### config.mk
export PLATFORM = sky130hd
export DESIGN_NAME = uart_tx_frame_ctrl
export DESIGN_NICKNAME = d
export VERILOG_FILES = /design/src/rtl/uart_tx_frame_ctrl.sv
export SDC_FILE = /design/constraint.sdc
export NUM_CORES = 1
export LEC_CHECK = 0
export ABC_AREA = 1
export CORE_MARGIN = 1
export CORE_UTILIZATION = 25
export DETAILED_ROUTE_END_ITERATION = 12
export PLACE_DENSITY = 0.42
export SLEW_MARGIN = 20
export SYNTH_ARGS = -nofsm -noshare
export SYNTH_HDL_FRONTEND = slang
export SYNTH_SLANG_ARGS = --single-unit
export TNS_END_PERCENT = 10
### constraint.sdc
create_clock -name CLK_TXC -period 1.9 [get_ports CLK_TXC]
set_clock_uncertainty 0.2 [all_clocks]
set_input_delay 0.38 -clock CLK_TXC [delete_from_list [all_inputs] [get_ports CLK_TXC]]
set_output_delay 0.38 -clock CLK_TXC [all_outputs]
set_load 0.1 [all_outputs]
### src/rtl/uart_tx_frame_ctrl.sv
// UART transmit frame controller and serializer.
// Accepts a parallel word with a valid strobe and drives the serial line with
// start bit, LSB-first data bits, an optional parity bit and a stop bit.
// One serial bit per clock: the block is clocked at the baud rate.
// The line is a register that is loaded with the value belonging to the state
// being entered, so the line and the state change on the same edge.
module uart_tx_frame_ctrl #(
  parameter int DATA_SIZE = 8
) (
  input  logic                 CLK_TXC,
  input  logic                 RST_TXC,
  input  logic [DATA_SIZE-1:0] P_DATA_TXC,
  input  logic                 Data_valid_TXC,
  input  logic                 PAR_EN_TXC,
  input  logic                 par_bit_TXC,
  output logic                 TX_OUT_TXC,
  output logic                 busy_TXC
);

  // Bit counter is at least one bit wide, even for a single-bit word.
  localparam int CNT_W = (DATA_SIZE > 1) ? $clog2(DATA_SIZE) : 1;
  localparam logic [CNT_W-1:0] CNT_LAST = CNT_W'(DATA_SIZE - 1);

  typedef enum logic [2:0] {
    IDLE   = 3'd0,
    START  = 3'd1,
    DATA   = 3'd2,
    PARITY = 3'd3,
    STOP   = 3'd4
  } state_t;

  state_t               state_q, state_d;
  logic [DATA_SIZE-1:0] shreg_q, shreg_d;
  logic [CNT_W-1:0]     cnt_q,   cnt_d;
  logic                 par_en_q, par_en_d;
  logic                 tx_q,    tx_d;
  logic                 accept;

  // A new word is taken only when the line is idle or finishing a stop bit,
  // which is what allows back-to-back frames without an idle gap.
  assign accept = Data_valid_TXC && ((state_q == IDLE) || (state_q == STOP));

  // Next-state, shift register, counter and next line value.
  always_comb begin
    state_d  = state_q;
    shreg_d  = shreg_q;
    cnt_d    = cnt_q;
    par_en_d = par_en_q;
    tx_d     = tx_q;

    case (state_q)
      IDLE, STOP: begin
        if (accept) begin
          // Word and parity enable are frozen here; later input changes
          // cannot disturb the frame in flight.
          state_d  = START;
          shreg_d  = P_DATA_TXC;
          par_en_d = PAR_EN_TXC;
          cnt_d    = '0;
          tx_d     = 1'b0;
        end else begin
          state_d  = IDLE;
          tx_d     = 1'b1;
        end
      end

      START: begin
        // Leaving the start bit: present data bit 0 and expose bit 1.
        state_d = DATA;
        tx_d    = shreg_q[0];
        shreg_d = shreg_q >> 1;
      end

      DATA: begin
        if (cnt_q == CNT_LAST) begin
          if (par_en_q) begin
            // Parity is sampled only on this edge; upstream guarantees it
            // is settled for the current word by now.
            state_d = PARITY;
            tx_d    = par_bit_TXC;
          end else begin
            state_d = STOP;
            tx_d    = 1'b1;
          end
        end else begin
          cnt_d   = cnt_q + 1'b1;
          tx_d    = shreg_q[0];
          shreg_d = shreg_q >> 1;
        end
      end

      PARITY: begin
        state_d = STOP;
        tx_d    = 1'b1;
      end

      default: begin
        state_d = IDLE;
        tx_d    = 1'b1;
      end
    endcase
  end

  // State and datapath registers; reset forces an idle, high line at once.
  always_ff @(posedge CLK_TXC or posedge RST_TXC) begin
    if (RST_TXC) begin
      state_q  <= IDLE;
      shreg_q  <= '0;
      cnt_q    <= '0;
      par_en_q <= 1'b0;
      tx_q     <= 1'b1;
    end else begin
      state_q  <= state_d;
      shreg_q  <= shreg_d;
      cnt_q    <= cnt_d;
      par_en_q <= par_en_d;
      tx_q     <= tx_d;
    end
  end

  assign TX_OUT_TXC = tx_q;

  // Busy drops in the stop cycle so a queued word can follow immediately.
  assign busy_TXC = (state_q == START) || (state_q == DATA) || (state_q == PARITY);

endmodule

After elaboration in Yosys (flattened, before gate mapping)
Cells that the tools add are included.

Flip-flop bits (word level): 16. Output and inout port bits: 2. Word-level logic and storage cells: 39. Input port bits: 13.

$add $sub $neg: 1. Multiplexer cells: 14. Reductions and logical operators: 11. Eq/ne operators: 8.

Operators by type and width (count): $pmux W8 S3 (1); $mux W8 (2); $mux W3 (4); $pmux W3 S4 (1); $eq A3 B2 Y1 const B (2); $eq A3 B3 Y1 const B (2); $ne A2 B2 Y1 const B (3); $pmux W3 S2 (1); $reduce_and A3 Y1 (2); $mux W1 (4); $add A3 B1 Y3 const B (1); $eq A3 B1 Y1 const B (1); $logic_not A3 Y1 (1); $logic_or A1 B1 Y1 (3); $pmux W1 S3 (1); $reduce_bool A3 Y1 (1); $reduce_and A2 Y1 (1); $reduce_bool A2 Y1 (1); $reduce_or A2 Y1 (1); $logic_and A1 B1 Y1 (1).

Depth between registers and ports, before layout
Depth after elaboration: 5. Depth in mapped cells: 8. Depth with buffers taken out: 7.

Worst setup path before layout
No wires, ideal clock.

Kind: reg2out. Start point: register state_q[0]. End point: output busy_TXC. Arrival time: 1.817 ns. Slack: -0.497 ns. Path buffers: 1. Stages on the path, launching flop included: 4. Data required time: 1.320 ns. Cell sequence: dfrtp_1 > buf_2 > nor2_1 > nor2_1.

Word-level cells in the longest chain between the ends: 3. Elaborated cells on any way between the ends: 5. Those cells by class: 3 x eq/ne; 2 x reduce/logical.

RTL lines: start, declared (RTL line 32) `state_t state_q, state_d;`; start signal, assigned (RTL line 113) `state_q <= state_d;`; $eq A3 B1 Y1 / $eq A3 B2 Y1 (equally long branches) (RTL line 124) `assign busy_TXC = (state_q == START) || (state_q == DATA) || (state_q == PARITY);`; $logic_or A1 B1 Y1 (RTL line 124); $logic_or A1 B1 Y1 * (RTL line 124); end, declared (RTL line 17) `output logic busy_TXC`.

Mark *: on every way between the ends. The rest lies on a longest branch, timed or not.

Final worst setup path
Start point: register state_q[1]. End point: output busy_TXC.

The elaborated chain is that of the path after synthesis.

==> results.yml <==
outcome:
  status: "complete, no violations"
worst_setup_path:
  reg2reg_depth: 7
  r2r_start: "cnt_q[0]"
  crit_fanout: 7
  path_buf_inv: 1
  worst_setup_path_start_kind: "register"
  crit_chain: "nor2_4 > nor2_4 > buf_12"
  crit_path_frequent_cell: "nor2_4"
  r2r_setup_slack_ns: 0.18
  end_kind: "output pin"
  slowest_stage: "dfrtp_1"
  cp_data_required_time_ns: 1.32
  worstSetupPathDepth: 3
  crit_path_start: "state_q[1]"
  crit_family: "flip-flops"
  max_stage_delay_ns: 0.54
  crit_arrival_ns: 1.22
  rr_endpoint: "shreg_q[4]"
  worstSetupPathType: "reg2out"
timing:
  worst_pin_slew_ns: 0.3127
  rsz0062_at_grt: "no"
  fin_crit_ns: 1.796
  hold_viol: 0
  tns_ns: 0
  relSlewSlack_pct: 79.16
  clock.fmax_mhz: 556.8
  setup_viol: 0
  whs_ns: 0.1786
  period_share_pct: 94.52
  maxSlewViolCount: 0
cells_and_area:
  nets: 149
  n_fill_cell: 377
  layout-drive-gt1-share_pct: 16.54
  final_area_um2: 1141
  final_util_pct: 34.20
  n_antenna_cell: 0
  areaGrowthSynthToFinish_pct: 30.10
drt:
  wl_mm: 1.933
  wire_per_inst_um: 10.80
  viasPerCell: 4.447
  dr.pass1.iters: 4
  antenna_left: 0
  drtIter0Drc: 29
  num_vias: 796
  drc: 0
synth:
  synth_top_area_share_pct: 42.80
  synth_seq_cells: 16
  synth_nets: 131
  yosys.area.top_type: "dfrtp_1"
  netlist_instances: 116
  postSynthAreaPerCell_um2: 7.561
  yosysSeqAreaShare_pct: 45.79
  synthDistinctLibCells: 23
  synth.cell_area_um2: 877.1
  yosys_warnings: 0
  synth.area.top_cells: "dfrtp_1 (43%), nand2_1 (21%), nand3_1 (4.6%)"
die:
  rows: 21
  die_area_um2: 3749
  pin_count: 15
  die-width_um: 61.23
  coreArea_um2: 3337
  initial_core_util_pct: 26.28
  fp.dieH_um: 61.23
grt:
  grt.busiest_layer: "met2"
  grtUsageMet1_pct: 16.25
  overflow: 0
  grt_start_max_net_pins: 17
  grt_pass1_vias: 704
  grt.met2_usage_pct: 18.17
  use_met3_pct: 4.412
  grtUsageTotal_pct: 12.26
  grt_pass1_wl_mm: 3.270
  antenna_found_initial: 0
power_and_ir_drop:
  p_leak_nw: 0.5959
  vdd_drop_max_mv: 0.5664
  clockPowerShare_pct: 11.1
  switching_share_pct: 50.44
  switchingPower_w: 0.001077
  pwr-share-seq_pct: 30.0
  total_power_w: 0.002135
  p_comb_share_pct: 58.9
  p_int_w: 0.001058
  p_per_area_nw_per_um2: 1871
clock_network:
  cts_hold_buf: 0
  max-clock-path-buffers: 2
  clkTransAtPathRegs_ns: 0.10
  htreeDepth: 1
  clock-root-buffer: "clkbuf_4"
  clk_latency_ns: 0.29
  cts_tree: "built"
  cts_sinks: 16
  post-cts-setup-buffer-count: 0
  cts_buffers: 3
place:
  hpwl_mm: 1.381
  dpl_cell_area_um2: 1097
  port_buffers: 14
  globalplace.congestion: 0.8337
worst_hold_path:
  hold_class: "in2async"
job:
  maxCapViolations: 0
layout by cell type (no fill, tap or decap):
cell type        synthesis  routed
ha_1                     2       2
clkdlybuf4s50_1          0      12
nor2_1                   6       4
o21ai_0                  1       1
buf_12                   0       2
dfrtp_1                 15      15
nand3_2                  4       4
a21boi_1                 1       1
or2_0                    1       1
clkbuf_8                 0       1
nand3_1                  8       8
nand2_1                 50      50
clkbuf_4                 0       3
inv_2                    4       4
o21ai_1                  5       5
dfstp_2                  1       1
nor3_1                   1       1
nand4_1                  1       1
inv_1                    6       6
nand2_2                  2       2
nor2_2                   1       1
buf_4                    1       1
o211ai_1                 1       1
a21oi_1                  2       2
nor2_4                   1       3
a21o_1                   1       1
synth_stat cells (all sizes together):
cell,number
dfrtp,15
o211ai,1
nand2,52
dfstp,1
buf,2
a21o,1
a21boi,1
nand3,12
nand4,1
nor3,1
o21ai,6
or2,1
inv,10
ha,2
a21oi,2
nor2,8
power by group through the flow:
stage	Sequential [W]	Clock, W	Combinational [W]
after floorplan	0.000679	0	0.000896
after global placement	0.000637	0	0.00126
after detailed placement	0.000638	0	0.00126
after CTS	0.000635	0.000245	0.00127
after global routing	0.000659	0.000259	0.00142
final	0.000641	0.000237	0.00126
stage by stage:
stage               instances  setup slack [ns]
floorplan                 116            0.2819
global placement          175            0.2018
detailed placement        175            0.1697
CTS                       179           0.06141
global route              179           0.02617
finish                    179            0.1040
timing repair:
| action | in CTS | in global routing |
|---|---|---|
| resized for setup | 1 | 1 |
| hold endpoints to repair | 0 | 0 |
| setup endpoints to repair | 1 | 1 |
state kept, by name (all words and copies together), names as in the netlist:
name and cells:
TX_OUT_TXC 1, par_en_q 1, state_q 3, shreg_q 8, cnt_q 3
worst register-to-register path, delay by kind of cell, from the launching register on:
family	cells	cell delay [ns]
flip-flops	1	0.41
AND/OR/NAND/NOR	5	0.63
adder cells (fa/ha/maj)	2	0.42
layer usage:
layer / vias to the layer above / part of all wire [%]
met4: 0 / 1.1
li1: 400 / -
met2: 12 / 44
met3: 2 / 4.2
met5: - / 0
met1: 382 / 51
cell type report:
cell class	count	area, um2	share of cell area [%]
multi-input cells	88	440.4	38.60
flip-flops and latches	16	401.6	35.20
repair buffers	15	167.7	14.69
well taps	46	57.56	5.044
inverters	10	37.54	3.289
clock buffers	4	36.28	3.180
worst max-delay path by stage:
stage                       endpoint  slack [ns]
after floorplan             busy_TXC        0.28
after global placement    shreg_q[6]        0.20
after detailed placement  shreg_q[4]        0.17
after CTS                   busy_TXC        0.06
after global routing      shreg_q[3]        0.03
final                       busy_TXC        0.10
kinds of logic (layout without fill, tap and decap cells):
| logic type | after synthesis | in the layout | synth area share [%] |
|---|---|---|---|
| AO/OA/AOI/OAI | 11 | 11 | 7.133 |
| adder cells (fa/ha/maj) | 2 | 2 | 2.853 |
| buffers and inverters | 12 | 29 | 5.705 |
| flip-flops | 16 | 16 | 45.79 |
| AND/OR/NAND/NOR | 75 | 75 | 38.52 |
(Power assumes the default switching activity.)
